<file path="src/rtl/seq_adder_pkg.sv">
// Shared types and elaboration helpers for the chunked sequential ripple adder.
package seq_adder_pkg;

    typedef enum logic [1:0] {
        IDLE = 2'd0,
        BUSY = 2'd1,
        DONE = 2'd2
    } state_e;

    // A zero chunk width is rejected by the top; return 1 so elaboration reaches that check.
    function automatic int nchunk(input int width, input int chunk);
        return (chunk > 0) ? (width / chunk) : 1;
    endfunction

    function automatic int cnt_width(input int n);
        return (n <= 1) ? 1 : $clog2(n);
    endfunction

endpackage

</file>
<file path="src/rtl/chunk_ripple_adder.sv">
// Combinational CHUNK-bit ripple-carry adder built from a chain of full adders.
// Also exposes the carry into the top bit so the caller can derive signed overflow.
module chunk_ripple_adder #(
    parameter int CHUNK = 8
) (
    input  logic [CHUNK-1:0] a_i,
    input  logic [CHUNK-1:0] b_i,
    input  logic             cin_i,
    output logic [CHUNK-1:0] sum_o,
    output logic             cout_o,
    output logic             cmsb_o
);

    logic [CHUNK:0] carry;

    assign carry[0] = cin_i;

    generate
        for (genvar gi = 0; gi < CHUNK; gi++) begin : g_fa
            assign sum_o[gi]     = a_i[gi] ^ b_i[gi] ^ carry[gi];
            assign carry[gi + 1] = (a_i[gi] & b_i[gi]) | (carry[gi] & (a_i[gi] ^ b_i[gi]));
        end
    endgenerate

    assign cout_o = carry[CHUNK];
    assign cmsb_o = carry[CHUNK-1];

endmodule

</file>
<file path="src/rtl/seq_ripple_adder.sv">
// Multi-cycle WIDTH-bit adder: one CHUNK-bit ripple slice per clock, carry held in a register.
// Define ADDER_SUB_EN to add the sub port (a + ~b + 1 when sub=1, cin ignored).
module seq_ripple_adder
    import seq_adder_pkg::*;
#(
    parameter int WIDTH = 32,
    parameter int CHUNK = 8
) (
    input  logic             clk,
    input  logic             rst_n,
    input  logic             in_valid,
    output logic             in_ready,
    input  logic [WIDTH-1:0] a,
    input  logic [WIDTH-1:0] b,
    input  logic             cin,
`ifdef ADDER_SUB_EN
    input  logic             sub,
`endif
    output logic             out_valid,
    input  logic             out_ready,
    output logic [WIDTH-1:0] sum,
    output logic             cout,
    output logic             of
);

    localparam int NCHUNK = nchunk(WIDTH, CHUNK);
    localparam int CW     = cnt_width(NCHUNK);
    localparam logic [CW-1:0] LAST_IDX = CW'(NCHUNK - 1);

    generate
        if (CHUNK < 1 || (WIDTH % CHUNK) != 0 || NCHUNK < 1) begin : g_bad_cfg
            $error("seq_ripple_adder: WIDTH must be a non-zero multiple of CHUNK");
        end
    endgenerate

    state_e           state_q, state_d;
    logic [CW-1:0]    idx_q, idx_d;
    logic [WIDTH-1:0] a_q, a_d;
    logic [WIDTH-1:0] b_q, b_d;
    logic             carry_q, carry_d;
    logic [WIDTH-1:0] sum_q, sum_d;
    logic             cout_q, cout_d;
    logic             of_q, of_d;

    logic             sub_sel;
    int               off;
    logic [CHUNK-1:0] ch_sum;
    logic             ch_cout;
    logic             ch_cmsb;

`ifdef ADDER_SUB_EN
    assign sub_sel = sub;
`else
    assign sub_sel = 1'b0;
`endif

    assign off = int'(idx_q) * CHUNK;

    // One adder instance serves every chunk; the counter steers which slice it sees.
    chunk_ripple_adder #(
        .CHUNK (CHUNK)
    ) u_chunk (
        .a_i    (a_q[off +: CHUNK]),
        .b_i    (b_q[off +: CHUNK]),
        .cin_i  (carry_q),
        .sum_o  (ch_sum),
        .cout_o (ch_cout),
        .cmsb_o (ch_cmsb)
    );

    always_ff @(posedge clk or negedge rst_n) begin
        if (!rst_n) begin
            state_q <= IDLE;
            idx_q   <= '0;
            a_q     <= '0;
            b_q     <= '0;
            carry_q <= 1'b0;
            sum_q   <= '0;
            cout_q  <= 1'b0;
            of_q    <= 1'b0;
        end else begin
            state_q <= state_d;
            idx_q   <= idx_d;
            a_q     <= a_d;
            b_q     <= b_d;
            carry_q <= carry_d;
            sum_q   <= sum_d;
            cout_q  <= cout_d;
            of_q    <= of_d;
        end
    end

    always_comb begin
        state_d = state_q;
        idx_d   = idx_q;
        a_d     = a_q;
        b_d     = b_q;
        carry_d = carry_q;
        sum_d   = sum_q;
        cout_d  = cout_q;
        of_d    = of_q;
        case (state_q)
            IDLE: begin
                if (in_valid) begin
                    // Subtraction is folded in at capture: store ~b and seed the carry with 1.
                    a_d     = a;
                    b_d     = sub_sel ? ~b : b;
                    carry_d = sub_sel ? 1'b1 : cin;
                    idx_d   = '0;
                    state_d = BUSY;
                end
            end
            BUSY: begin
                sum_d[off +: CHUNK] = ch_sum;
                carry_d             = ch_cout;
                if (idx_q == LAST_IDX) begin
                    cout_d  = ch_cout;
                    of_d    = ch_cmsb ^ ch_cout;
                    state_d = DONE;
                end else begin
                    idx_d = idx_q + CW'(1);
                end
            end
            DONE: begin
                if (out_ready) begin
                    state_d = IDLE;
                end
            end
            default: state_d = IDLE;
        endcase
    end

    assign in_ready  = (state_q == IDLE);
    assign out_valid = (state_q == DONE);
    assign sum       = sum_q;
    assign cout      = cout_q;
    assign of        = of_q;

endmodule

</file>
<file path="config.mk">
export PLATFORM = sky130hd
export DESIGN_NAME = seq_ripple_adder
export DESIGN_NICKNAME = d
export VERILOG_FILES = /design/src/rtl/seq_adder_pkg.sv /design/src/rtl/chunk_ripple_adder.sv /design/src/rtl/seq_ripple_adder.sv
export SDC_FILE = /design/constraint.sdc
export NUM_CORES = 1
export LEC_CHECK = 0
export CAP_MARGIN = 20
export CORE_MARGIN = 2
export CORE_UTILIZATION = 35
export CTS_CLUSTER_SIZE = 20
export DETAILED_ROUTE_END_ITERATION = 10
export GPL_TIMING_DRIVEN = 0
export PLACE_DENSITY = 0.69
export SYNTH_ARGS = -nofsm -noshare
export SYNTH_HDL_FRONTEND = slang
export SYNTH_SLANG_ARGS = --single-unit
</file>
<file path="constraint.sdc">
create_clock -name clk -period 4.6 [get_ports clk]
set_clock_uncertainty 0.05 [all_clocks]
set_input_delay 0.92 -clock clk [delete_from_list [all_inputs] [get_ports clk]]
set_output_delay 0.92 -clock clk [all_outputs]
set_load 0.01 [all_outputs]
</file>
==> results_dict.tcl, run 1 <==
set metrics [dict create \
    p_int_mw 3.59 \
    stdcell_count 641 \
    numClockSinks 103 \
    clock_latency_ns 0.36 \
    min_period_ns 4.48 \
    yosysWarnings 0 \
    synthXorXnorAreaFrac_pct 0.166 \
    postCtsHoldBufs 0 \
    path_cells "buf_12, mux4_2, inv_1, fa_2, fa_2, fa_2, fa_2, fa_2, fa_2, inv_2, fa_2, fa_2, and4b_1, mux2_4" \
    hp-class "reg2reg" \
    comb_power_share_pct 59.0 \
    coreArea_um2 14600 \
    ys_seq_area_share_pct 48.9 \
    area_growth_pct 32.3 \
    track_usage_pct 15.9 \
    nets 535 \
    gr-total-overflow 0 \
    initial_core_util_pct 36.0 \
    synthMuxAreaShare_pct 29.4 \
    cts-root-buf "clkbuf_16" \
    n_antenna_cell 0 \
    cap_violations 0 \
    dr.pass1.iters 5 \
    synth_top_area_share_pct 48.9 \
    route.detailed.drc 0 \
    grt_pass1_vias 3522 \
    hpwl_um 8930 \
    cp-end-kind "flop" \
    status "complete, no violations" \
    synth_top_family_by_area "multiplexers" \
    cts_tree "built" \
    final_area_um2 6970 \
    syn_area_per_cell_um2 16.0 \
    cts-htree-levels 3 \
    grt_start_max_net_pins 62 \
    numCtsBuffers 9 \
    power_mw 5.69 \
    dp.cells 618 \
    drt_iter0_drc 157 \
    leakage_nw 3.05 \
    post-place-ws_ns -0.476 \
    max_freq_mhz 223 \
    synth_top_area_cell "dfrtp_1" \
    ir_drop_uv 395 \
    detail-route-antenna-nets 0 \
    synthSimpleGateAreaFrac_pct 7.67 \
    hold_viol_final 0 \
    relSlewSlack_pct 62.5 \
    ys_types 33 \
    clk_pin_slew_ns 0.07 \
    p_seq_share_pct 27.6 \
    via_per_inst 4.96 \
    rsz0062_at_grt "false" \
    synth_compound_area_share_pct 3.70 \
    crit_top_cell "fa_2" \
    synth_cells 329 \
    reg2reg_depth 14 \
    crit_arrival_ns 4.67 \
    clkPwrFrac_pct 13.4 \
    portBuffers 104 \
    cpPeakStageDelay_ns 0.48 \
    die_area_um2 16100 \
    num_vias 3178 \
    wl_per_cell_um 18.7 \
    worst_setup_path_start_kind "flop" \
    p_sw_mw 2.10 \
    p_per_area_nw_per_um2 816 \
    postPlaceCellArea_um2 6570 \
    hold_slack_ns 0.440 \
    worstSetupPathType "reg2reg" \
    slowest_stage "fa_2" \
    ys_seq_elements 103 \
    setup_violations 0 \
    synth_area_leaders "dfrtp_1, mux2_4, mux4_2, mux2_2, fa_1" \
    antenna_found_initial 0 \
    num_io_pins 105 \
    drive_gt1_share_pct 34.8 \
    tightest_slew_ns 0.562 \
    setup_slack_ns 0.120 \
    routed_wirelength_um 12000 \
    crit_cells 14 \
    nFillCells 1281 \
    drv_slew 0 \
    whs_path_depth 1 \
    path_max_fanout 4 \
    synth_area_um2 5270 \
    gp_congestion 0.797 \
    fp.dieW_um 127 \
    cpLargestDelayFamily "adder cells" \
    die_h_um 127 \
    fin_crit_sh_pct 97.4 \
    row_count 44 \
    crit_required_ns 4.79 \
    grt_pass1_wl_um 19600 \
    synthAdderAreaFrac_pct 4.46 \
    synth.net_count 412 \
    cp_num_buf_inv 3 \
    cts_buffer_depth 2 \
    swShare_pct 36.9 \
]
## flip-flops by register name, indices dropped and copies added, names as in the netlist
register,cells
b_q,32
a_q,32
carry_q,1
cout,1
idx_q,2
of,1
state_q,2
sum,32
## cells in the mapped netlist
cell      instances
dfrtp_1         103
mux2_4           68
inv_1            18
mux4_2           16
a32o_1           15
mux2_2           15
nor2b_1          14
nor4bb_1          9
fa_1              8
buf_2             7
nor4b_1           7
buf_12            6
ha_1              6
buf_6             4
and2_1            3
nand3b_1          3
nor3b_2           3
a211o_1           2
and3_1            2
and3b_1           2
and4b_1           2
buf_4             2
clkbuf_1          2
clkbuf_2          2
nand2b_1          2
a21oi_1           1
a222oi_1          1
and4bb_2          1
nor2_1            1
o21ai_0           1
o21bai_1          1
or2b_1            1
xor2_1            1
## per-stage QoR
stage          utilization, %  TNS [ns]
6_report                 47.6         0
3_3_place_gp             44.7   -122.28
5_1_grt                  47.6         0
4_1_cts                  47.6         0
2_1_floorplan               -         0
3_5_place_dp             44.9     -2.73
## final cells by class
type                       instances  area, um^2  area share (%)
buffer                            23         267            3.82
clock buffer                      11         253            3.62
clock inverter                     5        46.3           0.664
inverter                          18        67.6           0.969
multi-input combinational        185        2410            34.6
sequential                       103        2580            37.0
tap                              184         230            3.30
timing repair buffer             112        1120            16.0
## power by group through the flow
stage          sequential (mW)  clock [mW]  combinational [mW]
6_report                  1.57       0.763                3.36
5_1_grt                   1.63       0.817                3.62
4_1_cts                   1.58       0.784                3.37
3_5_place_dp              1.59           0                3.19
3_3_place_gp              1.57           0                3.13
2_1_floorplan             1.55           0                2.16
## worst paths after layout
path	startpoint	end	slack [ns]
setup / recovery	idx_q[0]$_DFFE_PN0P_	sum[15]$_DFFE_PN0P_	0.12
hold / removal	sum[6]$_DFFE_PN0P_	sum[6]$_DFFE_PN0P_	0.44
setup reg to reg	idx_q[0]$_DFFE_PN0P_	sum[15]$_DFFE_PN0P_	0.12
hold reg to reg	sum[6]$_DFFE_PN0P_	sum[6]$_DFFE_PN0P_	0.44
max in group asynchronous	rst_n	b_q[11]$_DFFE_PN0P_	3.31
min in group asynchronous	rst_n	sum[3]$_DFFE_PN0P_	0.50
## cell usage in the layout, fill, tap and decap left out, types with 8 or more instances in the layout
master           synthesis  layout
clkdlybuf4s50_1          0     103
dfrtp_1                103     102
mux2_4                  68      68
inv_1                   18      17
mux4_2                  16      16
a32o_1                  15      15
mux2_2                  15      15
nor2b_1                 14      14
buf_4                    2       9
nor4bb_1                 9       9
clkbuf_16                0       9
buf_12                   6       8
fa_2                     0       8
## metal layers
layer | global-route usage [%] | vias to the layer above | routed length, um
met4 | 3.62 | 0 | 145
met5 | 0 | - | 0
met1 | 21.4 | 1617 | 5500
met3 | 4.26 | 13 | 579
li1 | - | 1455 | -
met2 | 26.0 | 93 | 5770
## cell families after synthesis
kind of cell	count (synthesis)
flops	103
mux	99
simple gates	50
buf+inv	41
compound gates	21
fa+ha+maj	14
xor+xnor	1
## what timing repair did
action / 4_1_cts / 5_1_grt
pin swaps: 2 / 2
setup endpoints to repair: 10 / 4
setup buffers: 6 / 1
resized for setup: 17 / 1
(Power assumes the default switching activity.)
==> inputs of run 2 (changes only) <==
--- a/config.mk
+++ b/config.mk
@@ -6,12 +6,14 @@
 export NUM_CORES = 1
 export LEC_CHECK = 0
 export CAP_MARGIN = 20
+export CORE_ASPECT_RATIO = 0.6
 export CORE_MARGIN = 2
 export CORE_UTILIZATION = 35
 export CTS_CLUSTER_SIZE = 20
 export DETAILED_ROUTE_END_ITERATION = 10
 export GPL_TIMING_DRIVEN = 0
 export PLACE_DENSITY = 0.69
+export RECOVER_POWER = 100
 export SYNTH_ARGS = -nofsm -noshare
 export SYNTH_HDL_FRONTEND = slang
 export SYNTH_SLANG_ARGS = --single-unit
==> run 2 against run 1 <==
The run now ends with max-capacitance violations, max-slew violations left. Final area is 4.3% lower. Die area is 0.20% higher. Critical path depth stayed put. Combinational power is 9.2% lower. Critical endpoint unchanged. Largest power group unchanged. Highest routed layer unchanged.
==> results_dict.tcl, run 2 (synthesis results as in run 1) <==
set metrics [dict create \
    setup_tns_ns 0 \
    layout_commonest_cell "dfrtp_1" \
    cts-htree-levels 3 \
    violations "max-capacitance violations, max-slew violations" \
    leakage_nw 2.92 \
    cap_violations 1 \
    stdcell_count 656 \
    p_sw_mw 2.12 \
    initial_core_util_pct 36.1 \
    drv_slew 56 \
    crit_required_ns 4.78 \
    crit_arrival_ns 4.70 \
    ir_drop_uv 384 \
    via_per_inst 4.91 \
    fp.dieW_um 162 \
    cts-root-buf "clkbuf_16" \
    dr.pass1.iters 4 \
    fin_util_pct 45.8 \
    rsz0062_at_grt "false" \
    reg2reg_depth 14 \
    clock_latency_ns 0.35 \
    p_seq_share_pct 28.6 \
    numCtsBuffers 9 \
    cp-end-kind "flop" \
    track_usage_pct 16.7 \
    cp-endpoint "sum[15]$_DFFE_PN0P_" \
    coreArea_um2 14600 \
    worstSetupPathType "reg2reg" \
    wl_per_cell_um 19.4 \
    nFillCells 1346 \
    routed_wirelength_um 12700 \
    worst_setup_path_start_kind "flop" \
    fin_crit_sh_pct 98.2 \
    route.detailed.drc 0 \
    most-common-layout-cells "dfrtp_1, clkdlybuf4s50_1, mux2_1, dlygate4sd3_1, inv_1" \
    timing.rr.start "idx_q[0]$_DFFE_PN0P_" \
    comb_power_share_pct 55.9 \
    gr-total-overflow 0 \
    rrSetupSlack_ns 0.08 \
    max_freq_mhz 221 \
    detail-route-antenna-nets 0 \
    grt_pass1_wl_um 20100 \
    gp_congestion 0.754 \
    grt_pass1_vias 3577 \
    antenna_found_initial 0 \
    power_mw 5.45 \
    status "complete, but fails checks" \
    num_vias 3221 \
    portBuffers 104 \
    reg2reg_to "sum[15]$_DFFE_PN0P_" \
    drive_gt1_share_pct 18.3 \
    setup_violations 0 \
    min_period_ns 4.52 \
    die_area_um2 16100 \
    startpoint "idx_q[0]$_DFFE_PN0P_" \
    path_max_fanout 4 \
    clkPwrFrac_pct 15.6 \
    swShare_pct 38.8 \
    n_antenna_cell 0 \
    die_h_um 99.1 \
    nets 536 \
    hp-class "reg2reg" \
    drt_iter0_drc 182 \
    area_growth_pct 26.7 \
    num_io_pins 105 \
    grt_start_max_net_pins 57 \
    hpwl_um 9420 \
    postCtsHoldBufs 0 \
    numClockSinks 103 \
    tightest_slew_ns 3.16 \
    relSlewSlack_pct -111 \
    hold_viol_final 0 \
    p_per_area_nw_per_um2 817 \
    row_count 34 \
    p_int_mw 3.34 \
    cts_buffer_depth 2 \
    cts_tree "built" \
    clk_pin_slew_ns 0.07 \
    dp.cells 632 \
]
==> run 2: changes by cell type in the layout (fill, tap and decap cells not counted), moves of 3 or more <==
cell,delta
nor3b_1,+3
nor3b_2,-3
mux2_4,-58
mux2_1,+60
clkbuf_1,+11
dlygate4sd3_1,+36
clkdlybuf4s50_1,-36
buf_12,-7
==> run 2: timing repair <==
action / 4_1_cts / 5_1_grt
setup endpoints to repair: 10 / 4
pin swaps: 2 / 2
setup buffers: 7 / 1
gates resized for setup: 13 / 1
==> run 2: routing by layer <==
layer	routed length [um]	vias to the layer above	share of wire, %	GRT usage, %
met3	852	15	6.7	5.18
li1	-	1452	-	-
met1	6230	1644	49	23.6
met2	5510	110	43	25.3
met5	0	-	0	0
met4	133	0	1.0	3.68
==> run 2: metrics by stage <==
| step | worst slack [ns] | hold slack (ns) | instance area, um^2 |
|---|---|---|---|
| global placement | -1.21 | 0.433 | 6560 |
| global route | 0.00874 | 0.458 | 6680 |
| floorplan | 0.0203 | 0.426 | 5270 |
| detailed placement | -0.460 | 0.441 | 6590 |
| finish | 0.0825 | 0.438 | 6680 |
| CTS | 0.0240 | 0.460 | 7010 |
==> run 2: power by group through the flow <==
| stage | clock (mW) | sequential [mW] | combinational, mW |
|---|---|---|---|
| after floorplan | 0 | 1.55 | 2.16 |
| after global placement | 0 | 1.57 | 3.17 |
| after detailed placement | 0 | 1.60 | 3.23 |
| after CTS | 0.860 | 1.58 | 3.40 |
| after global routing | 0.904 | 1.61 | 3.26 |
| final | 0.848 | 1.56 | 3.05 |
==> run 2: worst min-delay path by stage <==
stage / from / to / slack (ns) / depth (start not counted)
global route: a_q[22]$_DFFE_PN0P_ / a_q[22]$_DFFE_PN0P_ / 0.46 / 1
floorplan: b_q[0]$_DFFE_PN0P_ / b_q[0]$_DFFE_PN0P_ / 0.43 / 1
finish: b_q[26]$_DFFE_PN0P_ / b_q[26]$_DFFE_PN0P_ / 0.44 / 1
global placement: sum[3]$_DFFE_PN0P_ / sum[3]$_DFFE_PN0P_ / 0.43 / 1
CTS: sum[18]$_DFFE_PN0P_ / sum[18]$_DFFE_PN0P_ / 0.46 / 1
detailed placement: b_q[6]$_DFFE_PN0P_ / b_q[6]$_DFFE_PN0P_ / 0.44 / 1
==> run 2: worst max-delay path, stage by stage (launching register included) <==
cell and delay [ns]:
dfrtp_2 0.45, buf_12 0.14, mux4_2 0.36, inv_1 0.07
fa_2 0.36, fa_2 0.34, fa_2 0.35, fa_2 0.35
fa_2 0.34, fa_1 0.36, inv_1 0.08, fa_2 0.21
fa_2 0.48, and4b_1 0.21, mux2_4 0.25
==> run 2: cell type report <==
| cell class | instances | area, um^2 | area share [%] |
|---|---|---|---|
| flip-flops and latches | 103 | 2580 | 38.6 |
| multi-input cells | 185 | 2180 | 32.6 |
| repair buffers | 113 | 1120 | 16.8 |
| clock buffers | 11 | 253 | 3.79 |
| well taps | 198 | 248 | 3.71 |
| plain buffers | 23 | 149 | 2.23 |
| clock inverters | 5 | 80.1 | 1.20 |
| inverters | 18 | 67.6 | 1.01 |
==> inputs of run 3 (changes only) <==
--- a/config.mk
+++ b/config.mk
@@ -7,13 +7,13 @@
 export LEC_CHECK = 0
 export CAP_MARGIN = 20
 export CORE_ASPECT_RATIO = 0.6
-export CORE_MARGIN = 2
-export CORE_UTILIZATION = 35
+export CORE_UTILIZATION = 47
 export CTS_CLUSTER_SIZE = 20
 export DETAILED_ROUTE_END_ITERATION = 10
 export GPL_TIMING_DRIVEN = 0
-export PLACE_DENSITY = 0.69
+export PLACE_DENSITY = 0.86
 export RECOVER_POWER = 100
+export SKIP_CTS_REPAIR_TIMING = 1
 export SYNTH_ARGS = -nofsm -noshare
 export SYNTH_HDL_FRONTEND = slang
 export SYNTH_SLANG_ARGS = --single-unit
==> run 3 against run 2 <==
Setup slack got worse by 0.052 ns. Core utilization increased by 16 points. Count of clock-buffer cells in the layout did not move. Final area down 0.39%. Clock power decreased by 9.6%. Sequential share of layout area grew 0.15 points. The flow finishes with violations (design-rule violations, max-capacitance violations, max-slew violations). Wire length is 4.0% lower. Die area down 28%. Cell count is 8.1% lower.
==> results_dict.tcl, run 3 (synthesis results as in run 1) <==
set metrics [dict create \
    status "complete, but fails checks" \
    violations "design-rule violations, max-capacitance violations, max-slew violations" \
    cts-root-buf "clkbuf_16" \
    fin_crit_sh_pct 99.3 \
    track_usage_pct 21.7 \
    n_antenna_cell 0 \
    grt_start_max_net_pins 57 \
    routed_wirelength_um 12200 \
    cpPeakStageDelay_ns 0.49 \
    startpoint "idx_q[1]$_DFFE_PN0P_" \
    most-common-layout-cells "dfrtp_1, clkdlybuf4s50_1, mux2_1, dlygate4sd3_1" \
    initial_core_util_pct 49.1 \
    gr-total-overflow 0 \
    hp-class "reg2reg" \
    cts_buffer_depth 2 \
    hold_slack_ns 0.438 \
    leakage_nw 2.94 \
    worst_setup_path_start_kind "flop" \
    max_freq_mhz 219 \
    dr.pass1.iters 9 \
    numClockSinks 103 \
    timing.rr.start "idx_q[1]$_DFFE_PN0P_" \
    die_area_um2 11700 \
    hold_viol_final 0 \
    portBuffers 104 \
    rrSetupSlack_ns 0.03 \
    grt_pass1_vias 3468 \
    ir_drop_uv 419 \
    antenna_found_initial 0 \
    nets 543 \
    cp-end-kind "flop" \
    cap_violations 1 \
    gp_congestion 0.825 \
    p_per_area_nw_per_um2 828 \
    num_io_pins 105 \
    fin_util_pct 61.9 \
    drv_slew 49 \
    coreArea_um2 10700 \
    path_cells "buf_8, buf_8, mux4_2, inv_2, fa_2, fa_2, fa_2, fa_2, fa_2, fa_2, inv_2, fa_2, fa_2, and4b_1, mux2_4" \
    detail-route-antenna-nets 0 \
    route.detailed.drc 7 \
    cp-endpoint "sum[15]$_DFFE_PN0P_" \
    setup_slack_ns 0.0307 \
    num_vias 3271 \
    rsz0062_at_grt "true" \
    crit_required_ns 4.78 \
    drive_gt1_share_pct 22.4 \
    clk_pin_slew_ns 0.07 \
    postPlaceCellArea_um2 6510 \
    layout_commonest_cell "dfrtp_1" \
    slowest_stage "fa_2" \
    numCtsBuffers 9 \
    drt_iter0_drc 203 \
    row_count 29 \
    hpwl_um 8960 \
    power_mw 5.50 \
    reg2reg_depth 15 \
    die_h_um 84.0 \
    relSlewSlack_pct -70.0 \
    dp.cells 573 \
    fp.dieW_um 139 \
    clock_latency_ns 0.35 \
    reg2reg_to "sum[15]$_DFFE_PN0P_" \
    wl_per_cell_um 20.3 \
    cts_tree "built" \
    stdcell_count 603 \
    post-place-ws_ns -0.490 \
    grt_pass1_wl_um 19000 \
    area_growth_pct 26.2 \
    setup_violations 0 \
    min_period_ns 4.57 \
    crit_arrival_ns 4.75 \
    via_per_inst 5.42 \
    final_area_um2 6650 \
    crit_top_cell "fa_2" \
    tightest_slew_ns 2.55 \
    cts-htree-levels 3 \
    setup_tns_ns 0 \
    path_max_fanout 10 \
    worstSetupPathType "reg2reg" \
]
==> run 3: cell count changes in the layout (fill, tap and decap cells not counted), sizes merged <==
cell	previous run	this run
clkinv	1	0
bufinv	2	1
buf	19	27
clkbuf	25	24
inv	18	19
==> run 3: area by class of cell <==
| cell class | count | area, um^2 |
|---|---|---|
| clock buffer | 11 | 243 |
| tap | 139 | 174 |
| fill | 821 | 4090 |
| multi-input combinational | 185 | 2220 |
| sequential | 103 | 2580 |
| buffer | 23 | 160 |
| inverter | 18 | 67.6 |
| clock inverter | 4 | 53.8 |
| timing repair buffer | 120 | 1150 |
==> run 3: how the worst min path moves through the flow <==
| stage | end | startpoint | cells after the start |
|---|---|---|---|
| 6_report | b_q[19]$_DFFE_PN0P_ | b_q[19]$_DFFE_PN0P_ | 1 |
| 5_1_grt | b_q[19]$_DFFE_PN0P_ | b_q[19]$_DFFE_PN0P_ | 1 |
| 4_1_cts | sum[4]$_DFFE_PN0P_ | sum[4]$_DFFE_PN0P_ | 1 |
| 3_5_place_dp | sum[4]$_DFFE_PN0P_ | sum[4]$_DFFE_PN0P_ | 1 |
| 3_3_place_gp | sum[4]$_DFFE_PN0P_ | sum[4]$_DFFE_PN0P_ | 1 |
| 2_1_floorplan | b_q[0]$_DFFE_PN0P_ | b_q[0]$_DFFE_PN0P_ | 1 |
==> run 3: report_power, final <==
group	switching, mW	total, mW	internal, mW
clock	0.331	0.767	0.436
combinational	1.56	3.17	1.62
sequential	0.240	1.56	1.32
==> run 3: metal layers <==
layer,up-vias,GRT usage [%],wire [um]
li1,1469,-,-
met1,1679,29.6,5540
met2,109,34.5,5710
met3,14,6.14,832
met4,0,5.05,140
met5,-,0,0
==> run 3: worst max-delay path: cells and delay by family (launching register included) <==
family / cells / cell delay [ns]
buffers and inverters: 4 / 0.42
flip-flops: 1 / 0.45
AND/OR/NAND/NOR: 1 / 0.21
multiplexers: 2 / 0.51
adder cells (fa/ha/maj): 8 / 2.80
